`src/rtl/conv_ctrl_pkg.sv`:
```
// Shared types and helpers for the convolution accumulator control path.
package conv_ctrl_pkg;

    typedef enum logic [1:0] {IDLE, ISSUE, DRAIN, HOLD} acc_state_t;

    localparam int unsigned DRAIN_CNT_W = 3;

    function automatic logic taps_illegal(input int unsigned taps, input int unsigned max_taps);
        return (taps == 0) || (taps > max_taps);
    endfunction

    // Out-of-range tap counts fall back to the full filter length.
    function automatic int unsigned clamp_taps(input int unsigned taps, input int unsigned max_taps);
        return taps_illegal(taps, max_taps) ? max_taps : taps;
    endfunction

endpackage

```
`src/rtl/acc_en_pipe.sv`:
```
// Delay line aligning the accumulate enable with the MAC pipeline depth.
module acc_en_pipe #(
    parameter int unsigned DEPTH = 1
) (
    input  logic clk,
    input  logic clear,
    input  logic din,
    output logic dout
);

    generate
        if (DEPTH == 0) begin : g_pass
            assign dout = din;
        end else begin : g_sr
            logic [DEPTH-1:0] sr;

            always_ff @(posedge clk) begin
                if (clear) begin
                    sr <= '0;
                end else begin
                    sr[0] <= din;
                    for (int unsigned i = 1; i < DEPTH; i++) begin
                        sr[i] <= sr[i-1];
                    end
                end
            end

            assign dout = sr[DEPTH-1];
        end
    endgenerate

endmodule

```
`src/rtl/control_acc_cfg.sv`:
```
// Accumulator control: sequences one window of a runtime tap count, aligns the
// accumulate enable to the MAC latency, and hands the sum off over valid/ready.
module control_acc_cfg #(
    parameter int unsigned FILTER_N    = 4,
    parameter int unsigned LG_FILTER_N = 2,
    parameter int unsigned MAC_LAT     = 1
) (
    input  logic                   clk,
    input  logic                   reset,
    input  logic [LG_FILTER_N:0]   cfg_taps,
    input  logic                   in_compute,
    output logic                   in_ready,
    output logic [LG_FILTER_N-1:0] tap_idx,
    output logic                   clear_acc,
    output logic                   en_acc,
    output logic                   acc_valid,
    input  logic                   acc_ready,
    output logic                   done_acc,
    output logic                   cfg_err
);

    import conv_ctrl_pkg::*;

    localparam int unsigned TW = LG_FILTER_N + 1;
    localparam acc_state_t  AFTER_LAST = (MAC_LAT == 0) ? HOLD : DRAIN;

    acc_state_t             state_q, state_d;
    logic [LG_FILTER_N-1:0] tap_q, tap_d;
    logic [TW-1:0]          taps_q, taps_d, taps_sel;
    logic [DRAIN_CNT_W-1:0] drain_q, drain_d;
    logic                   accept, handshake, pipe_en, taps_bad;

    assign taps_sel = TW'(clamp_taps(32'(cfg_taps), FILTER_N));
    assign taps_bad = taps_illegal(32'(cfg_taps), FILTER_N);

    always_ff @(posedge clk) begin
        if (reset) begin
            state_q <= IDLE;
            tap_q   <= '0;
            taps_q  <= TW'(FILTER_N);
            drain_q <= '0;
        end else begin
            state_q <= state_d;
            tap_q   <= tap_d;
            taps_q  <= taps_d;
            drain_q <= drain_d;
        end
    end

    always_comb begin
        state_d   = state_q;
        tap_d     = tap_q;
        taps_d    = taps_q;
        drain_d   = drain_q;
        cfg_err   = 1'b0;
        in_ready  = !reset && ((state_q == IDLE) || (state_q == ISSUE));
        accept    = in_compute && in_ready;
        acc_valid = !reset && (state_q == HOLD);
        handshake = acc_valid && acc_ready;
        done_acc  = handshake;
        clear_acc = reset || handshake;
        en_acc    = !reset && pipe_en;
        tap_idx   = reset ? '0 : tap_q;

        unique case (state_q)
            IDLE: begin
                if (accept) begin
                    taps_d  = taps_sel;
                    cfg_err = taps_bad;
                    drain_d = '0;
                    if (taps_sel == TW'(1)) begin
                        state_d = AFTER_LAST;
                    end else begin
                        state_d = ISSUE;
                        tap_d   = LG_FILTER_N'(1);
                    end
                end
            end
            ISSUE: begin
                if (accept) begin
                    if ({1'b0, tap_q} == taps_q - TW'(1)) begin
                        state_d = AFTER_LAST;
                        tap_d   = '0;
                        drain_d = '0;
                    end else begin
                        tap_d = tap_q + LG_FILTER_N'(1);
                    end
                end
            end
            DRAIN: begin
                if (drain_q == DRAIN_CNT_W'(MAC_LAT - 1)) begin
                    state_d = HOLD;
                end else begin
                    drain_d = drain_q + DRAIN_CNT_W'(1);
                end
            end
            HOLD: begin
                if (acc_ready) begin
                    state_d = IDLE;
                end
            end
            default: state_d = IDLE;
        endcase
    end

    acc_en_pipe #(.DEPTH(MAC_LAT)) u_en_pipe (
        .clk   (clk),
        .clear (reset),
        .din   (accept),
        .dout  (pipe_en)
    );

endmodule

```
`config.mk`:
```
export PLATFORM = sky130hd
export DESIGN_NAME = control_acc_cfg
export DESIGN_NICKNAME = d
export VERILOG_FILES = /design/src/rtl/conv_ctrl_pkg.sv /design/src/rtl/acc_en_pipe.sv /design/src/rtl/control_acc_cfg.sv
export SDC_FILE = /design/constraint.sdc
export NUM_CORES = 1
export LEC_CHECK = 0
export CORE_UTILIZATION = 35
export DETAILED_ROUTE_END_ITERATION = 7
export HOLD_SLACK_MARGIN = 0.02
export PLACE_DENSITY_LB_ADDON = 0.15
export SLEW_MARGIN = 10
export SYNTH_ARGS = -nofsm -noshare
export SYNTH_HDL_FRONTEND = slang
export SYNTH_SLANG_ARGS = --single-unit
```
`constraint.sdc`:
```
create_clock -name clk -period 2.25 [get_ports clk]
set_input_delay 0.3375 -clock clk [delete_from_list [all_inputs] [get_ports clk]]
set_output_delay 0.3375 -clock clk [all_outputs]
set_load 0.02 [all_outputs]
```
## After elaboration in Yosys (flattened, before gate mapping)

Index checks and enable logic that the tools add are counted.
W data, S select, Z words.

- $lt $le $gt $ge: 1
- Reduce and logical (&&, ||, !) cells: 18
- Add/sub/neg operators: 3
- Equal/unequal tests: 12
- Multiplexer cells: 21

Operators by type and width:

| kind | count |
|---|---|
| $mux W2 | 11 |
| $mux W3 | 5 |
| $reduce_and A5 Y1 | 2 |
| $pmux W3 S3 | 1 |
| $ne A2 B2 Y1 const B | 4 |
| $pmux W2 S4 | 1 |
| $logic_not A3 Y1 | 2 |
| $ne A2 B1 Y1 const B | 3 |
| $logic_and A1 B1 Y1 | 5 |
| $eq A2 B2 Y1 const B | 2 |
| $pmux W2 S2 | 1 |
| $reduce_and A4 Y1 | 1 |
| $add A3 B1 Y3 const B | 1 |
| $eq A2 B3 Y1 | 1 |
| $eq A3 B1 Y1 const B | 1 |
| $gt A3 B3 Y1 const B | 1 |
| $logic_or A1 B1 Y1 | 3 |
| $reduce_bool A3 Y1 | 1 |
| $sub A3 B1 Y3 const B | 1 |
| $add A2 B1 Y2 const B | 1 |
| $eq A2 B1 Y1 const B | 1 |
| $logic_not A2 Y1 | 1 |
| $mux W1 | 2 |
| $reduce_and A2 Y1 | 1 |
| other kinds (2) | 2 |

- Bits in registers: 11
- Word-level logic and storage cells: 60

## Longest topological paths before layout

- Depth in word-level cells: 7
- Depth in mapped cells: 7
- Depth with buffers taken out: 6

## By module

From an unflattened synthesis, not the netlist that was laid out.

- Cell total of the unflattened synthesis: 93
- Area, all modules: 799.5 µm²

Modules (own cells, without submodules):

| module | seq. area each (µm²) | cells an instance | times used | area an instance (µm²) |
|---|---|---|---|---|
| control_acc_cfg | 200.2 | 91 | 1 | 765.7 |
| acc_en_pipe | 20.0 | 2 | 1 | 33.8 |

## Worst setup path after synthesis

No wires, ideal clock.

- Path type: register to register
- From: reg state_q[0]
- To: reg state_q[0]
- Setup slack: 0.394 ns
- Setup time: 0.070 ns
- Arrival: 1.785 ns
- Path buffers: 1
- Cell stages (with the launch flop): 8
- Cells stage by stage: dfxtp_1 -> inv_1 -> ha_1 -> buf_6 -> or2_4 -> a221o_1 -> or3_1 -> a21oi_1

- Cells in the longest elaborated chain, start to end: 6
- Elaborated cells between the ends (all ways): 14
- Classes of those cells: eq/ne (8); mux (1); reduce/logical (5)

Ends and longest elaborated chain:

| element | line | source |
|---|---|---|
| start, declared | control_acc_cfg.sv:27 | `acc_state_t state_q, state_d;` |
| start signal, assigned | control_acc_cfg.sv:43 | `state_q <= state_d;` |
| $eq A2 B1 Y1 or $logic_not A2 Y1 (tied branches) | control_acc_cfg.sv:56, control_acc_cfg.sv:65 |  |
| $logic_or A1 B1 Y1 | control_acc_cfg.sv:56 | `in_ready = !reset && ((state_q == IDLE) \|\| (state_q == ISSUE));` |
| $logic_and A1 B1 Y1 | control_acc_cfg.sv:56 |  |
| $logic_and A1 B1 Y1 | control_acc_cfg.sv:57 | `accept = in_compute && in_ready;` |
| $ne A2 B1 Y1 (no line) | -- |  |
| $reduce_and A5 Y1 (no line) | -- |  |

Parallel ways exist; a longest one is shown, timed or not.
A chain may end at the register's enable or synchronous reset.

## Worst setup path after layout

- From: in cfg_taps[1]
- To: out cfg_err

- Cells in the longest elaborated chain, start to end: 4
- Elaborated cells between the ends (all ways): 5
- Classes of those cells: order compare (1); mux (2); reduce/logical (2)

Ends and longest elaborated chain:

| element | line | source |
|---|---|---|
| start, declared | control_acc_cfg.sv:10 | `input logic [LG_FILTER_N:0] cfg_taps,` |
| $gt A3 B3 Y1 or $logic_not A3 Y1 (tied branches) | conv_ctrl_pkg.sv:9 | `return (taps == 0) \|\| (taps > max_taps);` |
| $logic_or A1 B1 Y1 * | conv_ctrl_pkg.sv:9 |  |
| $mux W1 * | control_acc_cfg.sv:67 | `if (accept) begin` |
| $mux W1 * | control_acc_cfg.sv:65 | `unique case (state_q)` |
| end, declared | control_acc_cfg.sv:19 | `output logic cfg_err` |

Mark *: on every way between the ends. The rest lies on a longest branch, timed or not.

==> reports/metrics.yaml <==
drt:
  vias: 748
  wl_per_cell_um: 11.7
  avgViaCountPerCell: 5.16
  first_iter_violations: 7
  drtAntennaViolNets: 0
  dr.pass1.iters: 4
  routed_wl_mm: 1.69
  remaining_drc_errors: 0
sta:
  setup_viol: 0
  finalHoldViolations: 0
  finalCritPeriodShare_pct: 95.4
  worstMarginPinSlew_ps: 384
  holdWs_ps: 460
  rsz0062_at_grt: "false"
  slew_headroom_pct: 74.2
  period_needed_ps: 2150
  fin_setup_tns_ps: 0
  drv_slew: 0
  skew_ps: 1.79
  max_freq_mhz: 466
logic_synthesis:
  synth_xor_xnor_area_share_pct: 3.32
  ys.warnings.count: 0
  synth-edff-count: 0
  ys_ff_latch: 11
  syn_area_per_cell_um2: 8.07
  synth_compound_area_share_pct: 22.0
  synth_async_sr_flop_share_pct: 0
  synth_cell_types: 37
  synth_mux_area_share_pct: 1.27
  synth_top_family_by_area: "simple AND/OR/NAND/NOR gates"
  synth_fa_ha_area_share_pct: 12.7
  synth_flop_cell: "dfxtp_1"
  syn_nets: 113
  yosysSeqAreaShare_pct: 27.8
  netlist_instances: 98
  synth_simple_gate_area_share_pct: 24.8
  syn-cell-area_um2: 791
hold_path:
  hold-path-cell-count: 2
  min_from: "taps_q[1]"
  hold_path_class: "reg2reg"
  hold_path_end: "taps_q[1]"
global_routing:
  track_usage_pct: 15.6
  grt_overflow: 0
  grt_pass1_wl_mm: 3.00
  first_global_vias: 711
  antenna_found_initial: 0
  grt_max_degree: 10
floorplanning:
  initial_utilization_pct: 38.7
  core_um2: 2040
  die_h_um: 49.5
  ios: 15
  die_area_um2: 2450
  die_x_um: 49.5
  rows: 16
clocking:
  root_buffer: "clkbuf_4"
  cts.htree.levels: 1
  cts_tree: "built"
  worstSkewPairLatency_ps: 270
  clock_path_buffers: 2
  cts_buffers: 3
  cts_setup_buffers: 0
  path_clk_slew_ps: 70
  cts.sinks: 11
  ctsHoldBuffers: 0
placement:
  post-dp-hpwl_mm: 1.34
  port-buffer-count: 14
  place.gp.congestion: 0.743
  dp.cells: 141
  place_area_um2: 983
setup_path:
  crit_fanout: 2
  r2r_slack_ps: 320
  crit_required_ps: 1910
  endpoint_kind: "primary output"
  reg2reg_to: "state_q[0]"
  cp_data_arrival_time_ps: 1810
  start_kind: "input pin"
  worst-setup-path-type: "in2out"
  r2r_cells: 6
  r2r-start: "state_q[1]"
final_layout:
  nets: 134
  fin_area_um2: 1010
  diodes: 0
  drive_gt1_share_pct: 11.0
  syn_to_final_growth_pct: 27.8
  layoutNonFillerInstCount: 145
  final_util_pct: 49.5
  nFillCells: 220
power_and_ir_drop:
  max-vdd-ir-drop_uv: 411
  leakage_nw: 0.410
  powerDensity_nw_per_um2: 927
flow_run:
  maxCapViolCount: 0
outcome:
  outcome: "completed"
stage by stage:
step                setup slack (ps)  total power, mW
floorplan                        394            0.687
global placement                -128            0.791
detailed placement              -175            0.792
CTS                             59.4            0.934
global route                   0.864             1.03
finish                           103            0.937
flip-flops by register name, indices dropped and copies added (netlist names):
name	flops
state_q	2
tap_q	2
u_en_pipe.dout	1
drain_q	3
taps_q	3
cells in the final DEF, fill, tap and decap left out, drive strengths merged, types with 3 or more instances in the layout:
cell type and n:
nor2b 6, nand2b 3, dfxtp 11, o21ai 5, clkbuf 3, ha 8
nor2 5, clkdlybuf4s50 12, nand2 5, buf 5, or2 3, nand3 4
a21oi 5, inv 12
final cells by class:
type	count	area (um2)	share of cell area, %
repair buffers	19	175	17.3
flip-flops and latches	11	220	21.8
clock buffers	3	22.5	2.23
clock inverters	1	5.00	0.495
well taps	27	33.8	3.34
multi-input cells	72	509	50.4
inverters	12	45.0	4.46
per-layer routing:
| metal | wire, um | up-vias | GRT usage, % |
|---|---|---|---|
| li1 | - | 391 | - |
| met2 | 798 | 13 | 24.8 |
| met5 | 0 | - | 0 |
| met4 | 18 | 0 | 6.19 |
| met3 | 74 | 2 | 5.25 |
| met1 | 802 | 342 | 19.3 |
power breakdown:
part           switching [mW]  total [mW]  internal [mW]
clock network          0.0732       0.139         0.0659
logic                   0.308       0.543          0.235
registers              0.0260       0.255          0.229
synthesized netlist by cell type (2+ instances only):
| cell type | n | share of area (%) |
|---|---|---|
| nand2_1 | 5 | 2.4 |
| or2_2 | 2 | 1.6 |
| a31oi_1 | 2 | 1.6 |
| inv_1 | 12 | 5.7 |
| a21oi_1 | 5 | 3.2 |
| o22ai_1 | 2 | 1.6 |
| nor2_1 | 5 | 2.4 |
| xnor2_1 | 2 | 2.2 |
| o21ai_0 | 4 | 2.5 |
| ha_1 | 8 | 13 |
| o31ai_1 | 2 | 1.9 |
| clkbuf_1 | 2 | 0.95 |
| nand3_1 | 4 | 2.5 |
| nand4b_1 | 2 | 2.2 |
| nand4_1 | 2 | 1.6 |
| nor2b_1 | 6 | 4.7 |
| dfxtp_1 | 11 | 28 |
| nand2b_1 | 3 | 2.4 |
cells by family (layout without fill, tap and decap cells):
logic type | count (synthesis) | after routing
simple gates | 35 | 35
compound gates | 25 | 25
buf+inv | 15 | 35
flops | 11 | 11
fa+ha+maj | 8 | 8
xor+xnor | 3 | 3
mux | 1 | 1
worst max-delay path by stage:
| stage | depth (start not counted) | start | slack [ps] | endpoint |
|---|---|---|---|---|
| floorplan | 7 | state_q[0] | 390 | state_q[0] |
| global placement | 5 | cfg_taps[1] | -130 | cfg_err |
| detailed placement | 5 | cfg_taps[1] | -180 | cfg_err |
| CTS | 5 | state_q[0] | 60 | in_ready |
| global route | 5 | state_q[1] | 0.9 | in_ready |
| finish | 5 | cfg_taps[1] | 100 | cfg_err |
worst max-delay path, cell delays in order:
cell and delay (ps):
clkdlybuf4s50_1 420, or2_2 300, ha_1 290, and3_1 140, dlygate4sd2_1 320
timing repair:
item	in CTS	in global routing
gates cloned	0	0
hold endpoints to repair	0	0
endpoints found under the setup margin	2	1
resized for setup	2	1
Power figures use the tool's default switching activity.
